<file path="src/rtl/jtcop_pkg.sv">
// Shared definitions for the DECO object-RAM DMA path.
// The sprite engine and benches use these to decode the DMA state and to
// know how many words a copy moves.
package jtcop_pkg;

    // Default word-address width and resulting copy length
    localparam int OBJDMA_AW  = 10;
    localparam int OBJDMA_LEN = 1 << OBJDMA_AW;

    // DMA state encodings
    localparam logic [1:0] OBJDMA_ST_IDLE = 2'd0;
    localparam logic [1:0] OBJDMA_ST_PEND = 2'd1;
    localparam logic [1:0] OBJDMA_ST_COPY = 2'd2;
    localparam logic [1:0] OBJDMA_ST_DONE = 2'd3;

    typedef enum logic [1:0] {
        ST_IDLE = OBJDMA_ST_IDLE,
        ST_PEND = OBJDMA_ST_PEND,
        ST_COPY = OBJDMA_ST_COPY,
        ST_DONE = OBJDMA_ST_DONE
    } objdma_st_t;

endpackage

</file>
<file path="src/rtl/jtcop_objdma.sv">
// Object-RAM DMA controller (main-CPU side of the DECO video board).
// A rising edge on obj_copy requests a copy of the 2^AW-word object RAM
// into bank mixpsel of the object buffer. The single RAM read port is
// owned by the DMA during COPY and by the CPU otherwise; a CPU access
// that collides with a copy is stalled through cpu_busy.
//
// Build option: JTCOP_OBJDMA_VBLANK_EN - when defined, a pending request
// waits for vertical blank (LVBL low) before copying; when undefined the
// copy starts the cycle after the request is accepted.
//
// Ports:
//   clk, rst_n          clock, async active-low reset
//   LVBL                vertical blank, active low
//   obj_copy            CPU *DM strobe (edge detected internally)
//   mixpsel             destination bank, latched at copy start
//   cpu_cs, cpu_addr    CPU access to object RAM
//   cpu_busy            stall request to DTACK logic
//   src_addr, src_dout  shared object-RAM read port (1-cycle latency)
//   dst_addr/din/we     object buffer write port, address {bank, index}
//   dma_busy, dma_done  status: busy until last write, done pulse
module jtcop_objdma
    import jtcop_pkg::*;
#(
    parameter int AW = OBJDMA_AW
)(
    input  logic          clk,
    input  logic          rst_n,
    input  logic          LVBL,
    input  logic          obj_copy,
    input  logic          mixpsel,
    input  logic          cpu_cs,
    input  logic [AW-1:0] cpu_addr,
    output logic          cpu_busy,
    output logic [AW-1:0] src_addr,
    input  logic [15:0]   src_dout,
    output logic [AW:0]   dst_addr,
    output logic [15:0]   dst_din,
    output logic          dst_we,
    output logic          dma_busy,
    output logic          dma_done
);

    objdma_st_t    st, st_nx;
    logic          copy_l;
    logic          req;
    logic          go;
    logic          rearm;
    logic          bank;
    logic          hold;
    logic [AW:0]   idx;     // MSB set = all words issued, flush cycle

    assign req = obj_copy & ~copy_l;

`ifdef JTCOP_OBJDMA_VBLANK_EN
    assign go = ~LVBL;
`else
    // LVBL is ignored in this build; OR keeps the port referenced
    assign go = 1'b1 | LVBL;
`endif

    always_comb begin
        st_nx = st;
        case (st)
            ST_IDLE: if (req) st_nx = ST_PEND;
            ST_PEND: if (go)  st_nx = ST_COPY;
            ST_COPY: if (idx[AW]) st_nx = ST_DONE;
            // an edge landing on DONE itself is folded in here
            ST_DONE: st_nx = (rearm || req) ? ST_PEND : ST_IDLE;
            default: st_nx = ST_IDLE;
        endcase
    end

    always_ff @(posedge clk or negedge rst_n) begin
        if (!rst_n) begin
            st       <= ST_IDLE;
            copy_l   <= 1'b0;
            rearm    <= 1'b0;
            bank     <= 1'b0;
            idx      <= '0;
            hold     <= 1'b0;
            dst_we   <= 1'b0;
            dst_addr <= '0;
        end else begin
            st     <= st_nx;
            copy_l <= obj_copy;

            if (st == ST_PEND && st_nx == ST_COPY) begin
                bank <= mixpsel;
                idx  <= '0;
            end else if (st == ST_COPY && !idx[AW]) begin
                idx <= idx + 1'b1;
            end

            if (st == ST_DONE)
                rearm <= 1'b0;
            else if (st == ST_COPY && req)
                rearm <= 1'b1;

            // stall persists through DONE once the CPU has collided
            if (st == ST_DONE)
                hold <= 1'b0;
            else if (st == ST_COPY && cpu_cs)
                hold <= 1'b1;

            // write stage trails the read issue by one cycle
            dst_we <= (st == ST_COPY) && !idx[AW];
            if ((st == ST_COPY) && !idx[AW])
                dst_addr <= {bank, idx[AW-1:0]};
        end
    end

    // read port arbitration
    always_comb begin
        src_addr = cpu_addr;
        if (st == ST_COPY)
            src_addr = idx[AW-1:0];
    end

    assign dst_din  = dst_we ? src_dout : 16'd0;
    assign cpu_busy = ((st == ST_COPY) && cpu_cs) || hold;
    assign dma_busy = (st == ST_PEND) || (st == ST_COPY);
    assign dma_done = (st == ST_DONE);

endmodule

</file>
<file path="config.mk">
export PLATFORM = sky130hd
export DESIGN_NAME = jtcop_objdma
export DESIGN_NICKNAME = d
export VERILOG_FILES = /design/src/rtl/jtcop_pkg.sv /design/src/rtl/jtcop_objdma.sv
export SDC_FILE = /design/constraint.sdc
export NUM_CORES = 1
export LEC_CHECK = 0
export BUFFER_PORTS_ARGS = -buffer_cell sky130_fd_sc_hd__buf_4
export CORE_ASPECT_RATIO = 0.9
export CORE_UTILIZATION = 37
export DETAILED_ROUTE_END_ITERATION = 16
export GPL_ROUTABILITY_DRIVEN = 0
export PLACE_DENSITY = 0.76
export SETUP_SLACK_MARGIN = 0.1
export SLEW_MARGIN = 20
export SYNTH_ARGS = -nofsm -noshare
export SYNTH_HDL_FRONTEND = slang
export SYNTH_SLANG_ARGS = --single-unit
</file>
<file path="constraint.sdc">
create_clock -name clk -period 2.5 [get_ports clk]
set_clock_uncertainty 0.2 [all_clocks]
set_input_delay 0.25 -clock clk [delete_from_list [all_inputs] [get_ports clk]]
set_output_delay 0.25 -clock clk [all_outputs]
set_load 0.02 [all_outputs]
</file>
======== After elaboration in Yosys (flattened, before gate mapping) ========
Index checks and enable logic that the tools add are counted.
cells by class
  add/subtract/negate cells ............... 1
  eq/ne operators ......................... 4
  multiplexer cells ....................... 12
  bitwise logic cells ..................... 2
  reductions and logical operators ........ 12
operator list
  operator                 number
  $mux W11                 2
  $mux W16                 1
  $add A11 B1 Y11 const B  1
  $mux W10                 1
  $pmux W2 S4              1
  $eq A2 B2 Y1 const B     3
  $reduce_bool A2 Y1       3
  $mux W1                  5
  $logic_and A1 B1 Y1      4
  $mux W2                  2
  $logic_or A1 B1 Y1       3
  $eq A2 B1 Y1 const B     1
  $logic_not A2 Y1         1
  $and A1 B1 Y1            1
  $logic_not A1 Y1         1
  $not A1 Y1               1
storage, ports and cells
  bits in registers ....................... 29
  bits of input ports ..................... 32
  output and inout bits ................... 41
  logic and storage cells ................. 39

======== Logic depth before layout (Yosys ltp) ========
Gate-level depths: netlist of run 1.
  depth after elaboration ................. 8
  mapped depth ............................ 8
  depth with buffers taken out ............ 7

======== Worst setup path before layout of run 1 ========
Ideal clock, no wire load.
  path kind ............................... register to register
  start point ............................. register st[0]
  end point ............................... register bank
  library setup time ...................... 0.128 ns
  arrival ................................. 1.958 ns
  required time ........................... 2.172 ns
  path slack .............................. 0.214 ns
  cell stages (with the launch flop) ...... 8
  buffers on the path ..................... 1
  clock period less this slack ............ 2.286 ns
  path through ............................ dfrtp_1 -> inv_1 -> ha_1 -> buf_6 -> o21a_1 -> or4_1 -> a311oi_2 -> mux2_1
between the ends
  word-level cells in the longest chain between the ends .. 4
  elaborated cells between the ends (all ways) .. 9
  classes of those cells .................. 4 x eq/ne; 3 x mux; 2 x reduce/logical
RTL lines
  what                                        line                RTL
  start: declaration                          jtcop_objdma.sv:43  objdma_st_t st, st_nx;
  start signal: assignment                    jtcop_objdma.sv:84  st <= st_nx;
  $eq A2 B2 Y1, or another cell as far along  jtcop_objdma.sv:63  case (st)
  $pmux W2 S4                                 jtcop_objdma.sv:63
  $eq A2 B2 Y1                                jtcop_objdma.sv:87  if (st == ST_PEND && st_nx == ST_COPY) begin
  $logic_and A1 B1 Y1 (*)                     jtcop_objdma.sv:87
  end signal: assignment                      jtcop_objdma.sv:88  bank <= mixpsel;
  end: declaration                            jtcop_objdma.sv:48  logic bank;
Mark *: on every way between the ends. The rest lies on a longest branch, timed or not.
A chain may end at the register's enable or synchronous reset.

======== Worst setup path in the final report of run 1 ========
  start point ............................. input obj_copy
  end point ............................... register bank
between the ends
  word-level cells in the longest chain between the ends .. 6
  elaborated cells between the ends (all ways) .. 7
  classes of those cells .................. 1 x eq/ne; 3 x mux; 1 x bitwise; 2 x reduce/logical
RTL lines
  what                     line                RTL
  start: declaration       jtcop_objdma.sv:29  input logic obj_copy,
  $and A1 B1 Y1 (*)        jtcop_objdma.sv:52  assign req = obj_copy & ~copy_l;
  $logic_or A1 B1 Y1       jtcop_objdma.sv:68  ST_DONE: st_nx = (rearm || req) ? ST_PEND : ST_IDLE;
  $mux W1                  jtcop_objdma.sv:68
  $pmux W2 S4 (*)          jtcop_objdma.sv:63
  $eq A2 B2 Y1 (*)         jtcop_objdma.sv:87
  $logic_and A1 B1 Y1 (*)  jtcop_objdma.sv:87
Marked as above.

==> results.md, run 1 <==
* Initial core utilization at 39.60%
* Slew HR at 75.96%
* Synthesized flop and latch total at 29
* CTS tree: done
* Detailed-route DRC error count at 0
* Final Non-Filler Cells at 286
* Netlist Area Pre-Place at 1519 um^2
* Met1 usage at 19.79%
* Tightest Pin Transition at 0.3606 ns
* Filler cells at 346
* Status: complete, no violations
* YS warnings at 0
* Syn Nets at 196
* # setup viols final at 0
* Area grow syn2layout at 48.93%
* Required @ worst endpoint at 2.46 ns
* Critical Path End Type: flip-flop
* Global route overflow at 0
* Top delay family on crit path: buffers and inverters
* CP max FO at 3
* DP Area at 2106 um^2
* Slew Limit Fails at 0
* Commonest non-fill, non-tap cell in the layout: buf_4
* Crit path cell chain: dlygate4sd3_1 -> buf_4 -> nor2b_1 -> or4_1 -> a311oi_2 -> mux2_1
* Clk Latency, worst-skew pair at 0.28 ns
* Fin. Hold Viols at 0
* Post-Place Cells at 274
* Final period utilization at 91.20%
* DR vias/cell at 4.829
* Initial antenna violation count at 0
* Commonest non-fill, non-tap cells in the layout: 76 x buf_4, 34 x nand2_1, 29 x dfrtp_1
* Clock sinks at 29
* Clk buf depth at 2
* Yosys cell types at 32
* H-tree lvl count at 2
* CTS Buf Count at 5
* Max Cap Viol at 0
* Fin area at 2262 um^2
* Worst setup SP type: primary input
* DP HPWL at 2676 um
* CTS clk-pin slew, worst paths at 0.06 ns
* Final hold slack at 0.1114 ns
* RSZ-0062 raised after global routing: false
* IO Pins at 73
* Worst min-delay path class: in -> reg
* Die Wd at 69.54 um
* All-Layer GR Usage at 18.60%
* First-pass GRT wire length at 6265 um
* Minimum clock period at 2.280 ns
* Via Count at 1,381
* Power density over cell area at 471.8 nW/um^2
* Crit-path slowest cell: dlygate4sd3_1
* Routed len/inst at 12.73 um
* Row count at 21
* Global Route met2 Usage at 32.04%
* Core Util, Final at 58.97%
* Max rail drop VDD at 0.0003631 V
* Total wire length at 3642 um
* Setup TNS at 0 ns
* Critical path's largest stage delay at 0.54 ns
* Vias in the first global route at 1,377
* Crit Path Class: in -> reg
* Die height at 62.79 um
* Root buf cell: clkbuf_8
* Initial DRC count at 46
* R2R setup slack at 0.24 ns
* Leakage power at 0.001132 uW
* Arrival time at the worst endpoint at 2.24 ns
* Area used by multi-input combinational logic at 743.2 um^2
* I/O Buffers at 71
* Register area at 725.7 um^2
* Global-route layer with the greatest usage: met2
* Antenna Nets Post-Route at 0
* DRT Pass-1 Iters at 4
* Critical path buffers and inverters at 2
* Syn_area_per_cell at 9.553 um^2
* Layout Nets at 276
* Core ar. at 3836 um^2
* Sequential element share of the synthesized area at 47.78%
* Largest net degree at the start of global routing at 30
* Full die area at 4366 um^2
* Fmax achieved at 438.6 MHz
* Synth Instances at 159
* Share of cells above drive strength 1 at 39.58%
* GR Layer Usage met3 at 8.226%
* Diode count at 0
==> cells in the mapped netlist (all sizes together) <==
| library cell | number | share of area, % |
|---|---|---|
| nor2 | 13 | 3.2 |
| dfrtp | 29 | 48 |
| inv | 5 | 1.2 |
| nand4 | 3 | 1.2 |
| nand3b | 1 | 0.49 |
| and2 | 16 | 6.6 |
| clkbuf | 3 | 0.74 |
| nor3 | 6 | 2.0 |
| or3 | 1 | 0.41 |
| a21oi | 2 | 0.66 |
| nand2b | 2 | 0.82 |
| o21bai | 1 | 0.49 |
| a21o | 1 | 0.49 |
| buf | 3 | 1.5 |
| mux2 | 11 | 8.2 |
| o21ai | 1 | 0.33 |
| a21boi | 1 | 0.49 |
| nand2 | 34 | 8.4 |
| nand4b | 1 | 0.58 |
| nor2b | 2 | 0.82 |
| nand3 | 4 | 1.3 |
| or4 | 1 | 0.49 |
| a221oi | 1 | 0.58 |
| and3 | 1 | 0.41 |
| ha | 5 | 4.1 |
| o21a | 1 | 0.49 |
| xnor2 | 6 | 3.5 |
| a311oi | 1 | 0.99 |
| xor2 | 3 | 1.7 |
==> logic make-up (layout without fill, tap and decap cells) <==
group                      Yosys count  after routing  synth area share [%]
and+or+nand+nor                     85             85                 26.77
DFF                                 29             29                 47.78
muxes                               11             11                 8.155
buffers and inverters               11             92                 3.460
AOI/OAI and AO/OA                    9              9                 4.531
xor gates and xnor gates             9              9                 5.190
adders and majority gates            5              5                 4.119
==> sequential cells by signal, indices dropped and copies added (netlist names) <==
signal and flops:
dst_addr 11, idx 11, st 2, bank 1
copy_l 1, dst_we 1, hold 1, rearm 1
==> power by group <==
group | switching [uW] | internal [uW] | leakage [uW]
registers | 1.06 | 472 | 0.000353
clock network | 169 | 324 | 0.0000585
logic | 42.9 | 57.7 | 0.000720
total | 213 | 854 | 0.00113
==> path summary, 6_finish.rpt <==
path                                   from                       end  cells past startpoint
setup / recovery                   obj_copy          bank$_DFFE_PN0P_                      6
max in group asynchronous             rst_n   dst_addr[9]$_DFFE_PN0P_                      2
setup reg to reg            st[0]$_DFF_PN0_          bank$_DFFE_PN0P_                      5
min in group asynchronous             rst_n   dst_addr[5]$_DFFE_PN0P_                      2
hold / removal                       cpu_cs          hold$_DFFE_PN0P_                      3
hold reg to reg            bank$_DFFE_PN0P_  dst_addr[10]$_DFFE_PN0P_                      2
==> repair_timing <==
| item | in CTS | in global routing |
|---|---|---|
| resized for setup | 0 | 1 |
| setup buffers | 0 | 1 |
| endpoints found under the setup margin | 0 | 12 |
| hold endpoints to repair | 31 | 0 |
| hold buffers | 3 | 0 |
==> metal layers <==
| metal | vias up | share of wire [%] |
|---|---|---|
| li1 | 682 | - |
| met4 | 0 | 1.1 |
| met5 | - | 0 |
| met3 | 5 | 9.7 |
| met1 | 630 | 40 |
| met2 | 64 | 49 |
==> through the flow <==
stage	worst slack (ns)	total power [uW]
CTS	0.1682	1080
finish	0.2199	1067
detailed placement	0.1835	580.2
global route	0.1213	1114
floorplan	0.2142	513.0
global placement	0.2370	578.7
==> layout make-up <==
cell class / instances / area share [%]
clock inverter: 1 / 1.327
tap: 46 / 2.544
inverter: 5 / 0.8296
multi-input combinational: 119 / 32.85
sequential: 29 / 32.08
clock buffer: 7 / 3.816
timing repair buffer: 79 / 26.55
==> tightest hold or removal path, stage by stage <==
cell	delay (ns)
buf_4	0.08
a21o_1	0.11
nor2b_1	0.12
Power figures use the tool's default switching activity.
==> inputs of run 2 (changes only) <==
CORE_UTILIZATION = 38   (was 37)
PLACE_DENSITY = 0.78   (was 0.76)
==> run 2 against run 1 <==
Effect of this change:
- sequential share of layout area is 0.25 points higher
- largest cell class unchanged
- cell area is 0.77% lower
- clock power hardly changed
- die area is 2.6% lower
- sequential power hardly changed
- hold slack worse by 0.11 ns
- clock-buffer cell count stayed put
- combinational power hardly changed
- wire length is 6.7% lower
- power is 0.15% lower
- register-to-register slack hardly changed
==> results.md, run 2 (same netlist as run 1, synthesis figures left out) <==
* Met1 usage at 18.49%
* Core ar. at 3784 um^2
* Setup TNS at 0 ns
* All-Layer GR Usage at 17.10%
* GR Layer Usage met3 at 4.197%
* Full die area at 4255 um^2
* Antenna Nets Post-Route at 0
* Tightest Pin Transition at 0.3546 ns
* DP Area at 2106 um^2
* Share of cells above drive strength 1 at 39.50%
* DP HPWL at 2581 um
* # setup viols final at 0
* Worst setup SP type: primary input
* Worst hold stages at 2
* CTS Buf Count at 5
* RSZ-0062 raised after global routing: false
* Vias in the first global route at 1,232
* IO Pins at 73
* DRT Pass-1 Iters at 4
* Post-CTS Setup Repair Bufs at 0
* I/O Buffers at 71
* Initial antenna violation count at 0
* Required @ worst endpoint at 2.46 ns
* Initial core utilization at 40.15%
* Layout Nets at 274
* CP max FO at 3
* Max rail drop VDD at 0.0003121 V
* Clk Latency, worst-skew pair at 0.28 ns
* Detailed-route DRC error count at 0
* Core Util, Final at 59.33%
* Area grow syn2layout at 47.78%
* H-tree lvl count at 2
* Worst setup margin at 0.2125 ns
* Place WS at 0.1813 ns
* Global-route layer with the greatest usage: met2
* Root buf cell: clkbuf_8
* CTS tree: done
* Filler cells at 328
* Status: complete, no violations
* Slew HR at 76.36%
* Commonest non-fill, non-tap cell in the layout: buf_4
* Worst Reg-to-Reg Cells at 5
* Largest net degree at the start of global routing at 30
* Row count at 21
* Max Cap Viol at 0
* Total wire length at 3399 um
* Register area at 725.7 um^2
* Global route overflow at 0
* Fin area at 2245 um^2
* Clk buf depth at 2
* Die Wd at 68.65 um
* Diode count at 0
* Largest regs: dst_addr: 11 flops, idx: 11 flops, st: 2 flops
* Final period utilization at 91.50%
* Crit Path Class: in -> reg
* R2r startpoint: st[0]$_DFF_PN0_
* Area used by multi-input combinational logic at 743.2 um^2
* Global Route met2 Usage at 31.51%
* Clock sinks at 29
* DR vias/cell at 4.754
* R2R setup slack at 0.24 ns
* Power density over cell area at 474.7 nW/um^2
* FF-to-FF End: bank$_DFFE_PN0P_
* Startpoint of the worst hold path: mixpsel
* First-pass GRT wire length at 5161 um
* Critical Path End Type: flip-flop
* Minimum clock period at 2.288 ns
* Fmax achieved at 437.2 MHz
* Slew Limit Fails at 0
* Leakage power at 0.001123 uW
* Routed len/inst at 11.97 um
* Crit path from: obj_copy
* Initial DRC count at 50
* Worst min-delay path class: in -> reg
* Fin. Hold Viols at 0
* CTS clk-pin slew, worst paths at 0.06 ns
* Via Count at 1,350
* Worst hold endpoint: bank$_DFFE_PN0P_
* Arrival time at the worst endpoint at 2.25 ns
* Commonest non-fill, non-tap cells in the layout: 75 x buf_4, 34 x nand2_1, 29 x dfrtp_1
* Die height at 61.98 um
-- run 2: changes by cell type in the layout (fill, tap and decap cells not counted), sizes merged --
cell / change
dlygate4sd3: -1
buf: -1
-- run 2: worst max path at each step --
| stage | depth (start not counted) | slack (ns) | to |
|---|---|---|---|
| after floorplan | 7 | 0.21 | bank$_DFFE_PN0P_ |
| after global placement | 5 | 0.25 | bank$_DFFE_PN0P_ |
| after detailed placement | 5 | 0.18 | bank$_DFFE_PN0P_ |
| after CTS | 5 | 0.15 | bank$_DFFE_PN0P_ |
| after global routing | 5 | 0.11 | bank$_DFFE_PN0P_ |
| final | 6 | 0.21 | bank$_DFFE_PN0P_ |
-- run 2: cell type report --
cell class | count | share of cell area (%)
clock buffers | 7 | 3.846
clock inverters | 1 | 1.338
multi-input cells | 119 | 33.11
inverters | 5 | 0.8361
well taps | 46 | 2.564
flip-flops and latches | 29 | 32.33
repair buffers | 77 | 25.98
-- run 2: power breakdown --
part | switching [uW] | leakage, uW | internal [uW]
Clock | 169 | 0.0000585 | 324
Sequential | 1.30 | 0.000353 | 472
Combinational | 42.2 | 0.000712 | 56.6
-- run 2: per-layer routing --
layer / share of wire, % / wire, um
met5: 0 / 0
met4: 1.2 / 41
met3: 11 / 363
met2: 50 / 1684
met1: 39 / 1309
-- run 2: metrics by stage --
stage	total power [uW]	cells	hold slack [ns]
final	1066	284	0.004296
after global routing	1100	284	0.01049
after CTS	1080	284	0.001427
after detailed placement	579.8	274	-0.01210
after global placement	578.6	274	-0.009861
after floorplan	513.0	159	-0.2456
-- run 2: critical path, cell delays in order --
cell	delay (ns)
dlygate4sd3_1	0.53
buf_4	0.14
nor2b_1	0.15
or4_1	0.51
a311oi_2	0.30
mux2_1	0.36
-- run 2: repair_timing --
item,4_1_cts,5_1_grt
resized for setup,0,1
endpoints found under the hold margin,30,0
hold buffers,2,0
setup endpoints to repair,0,12
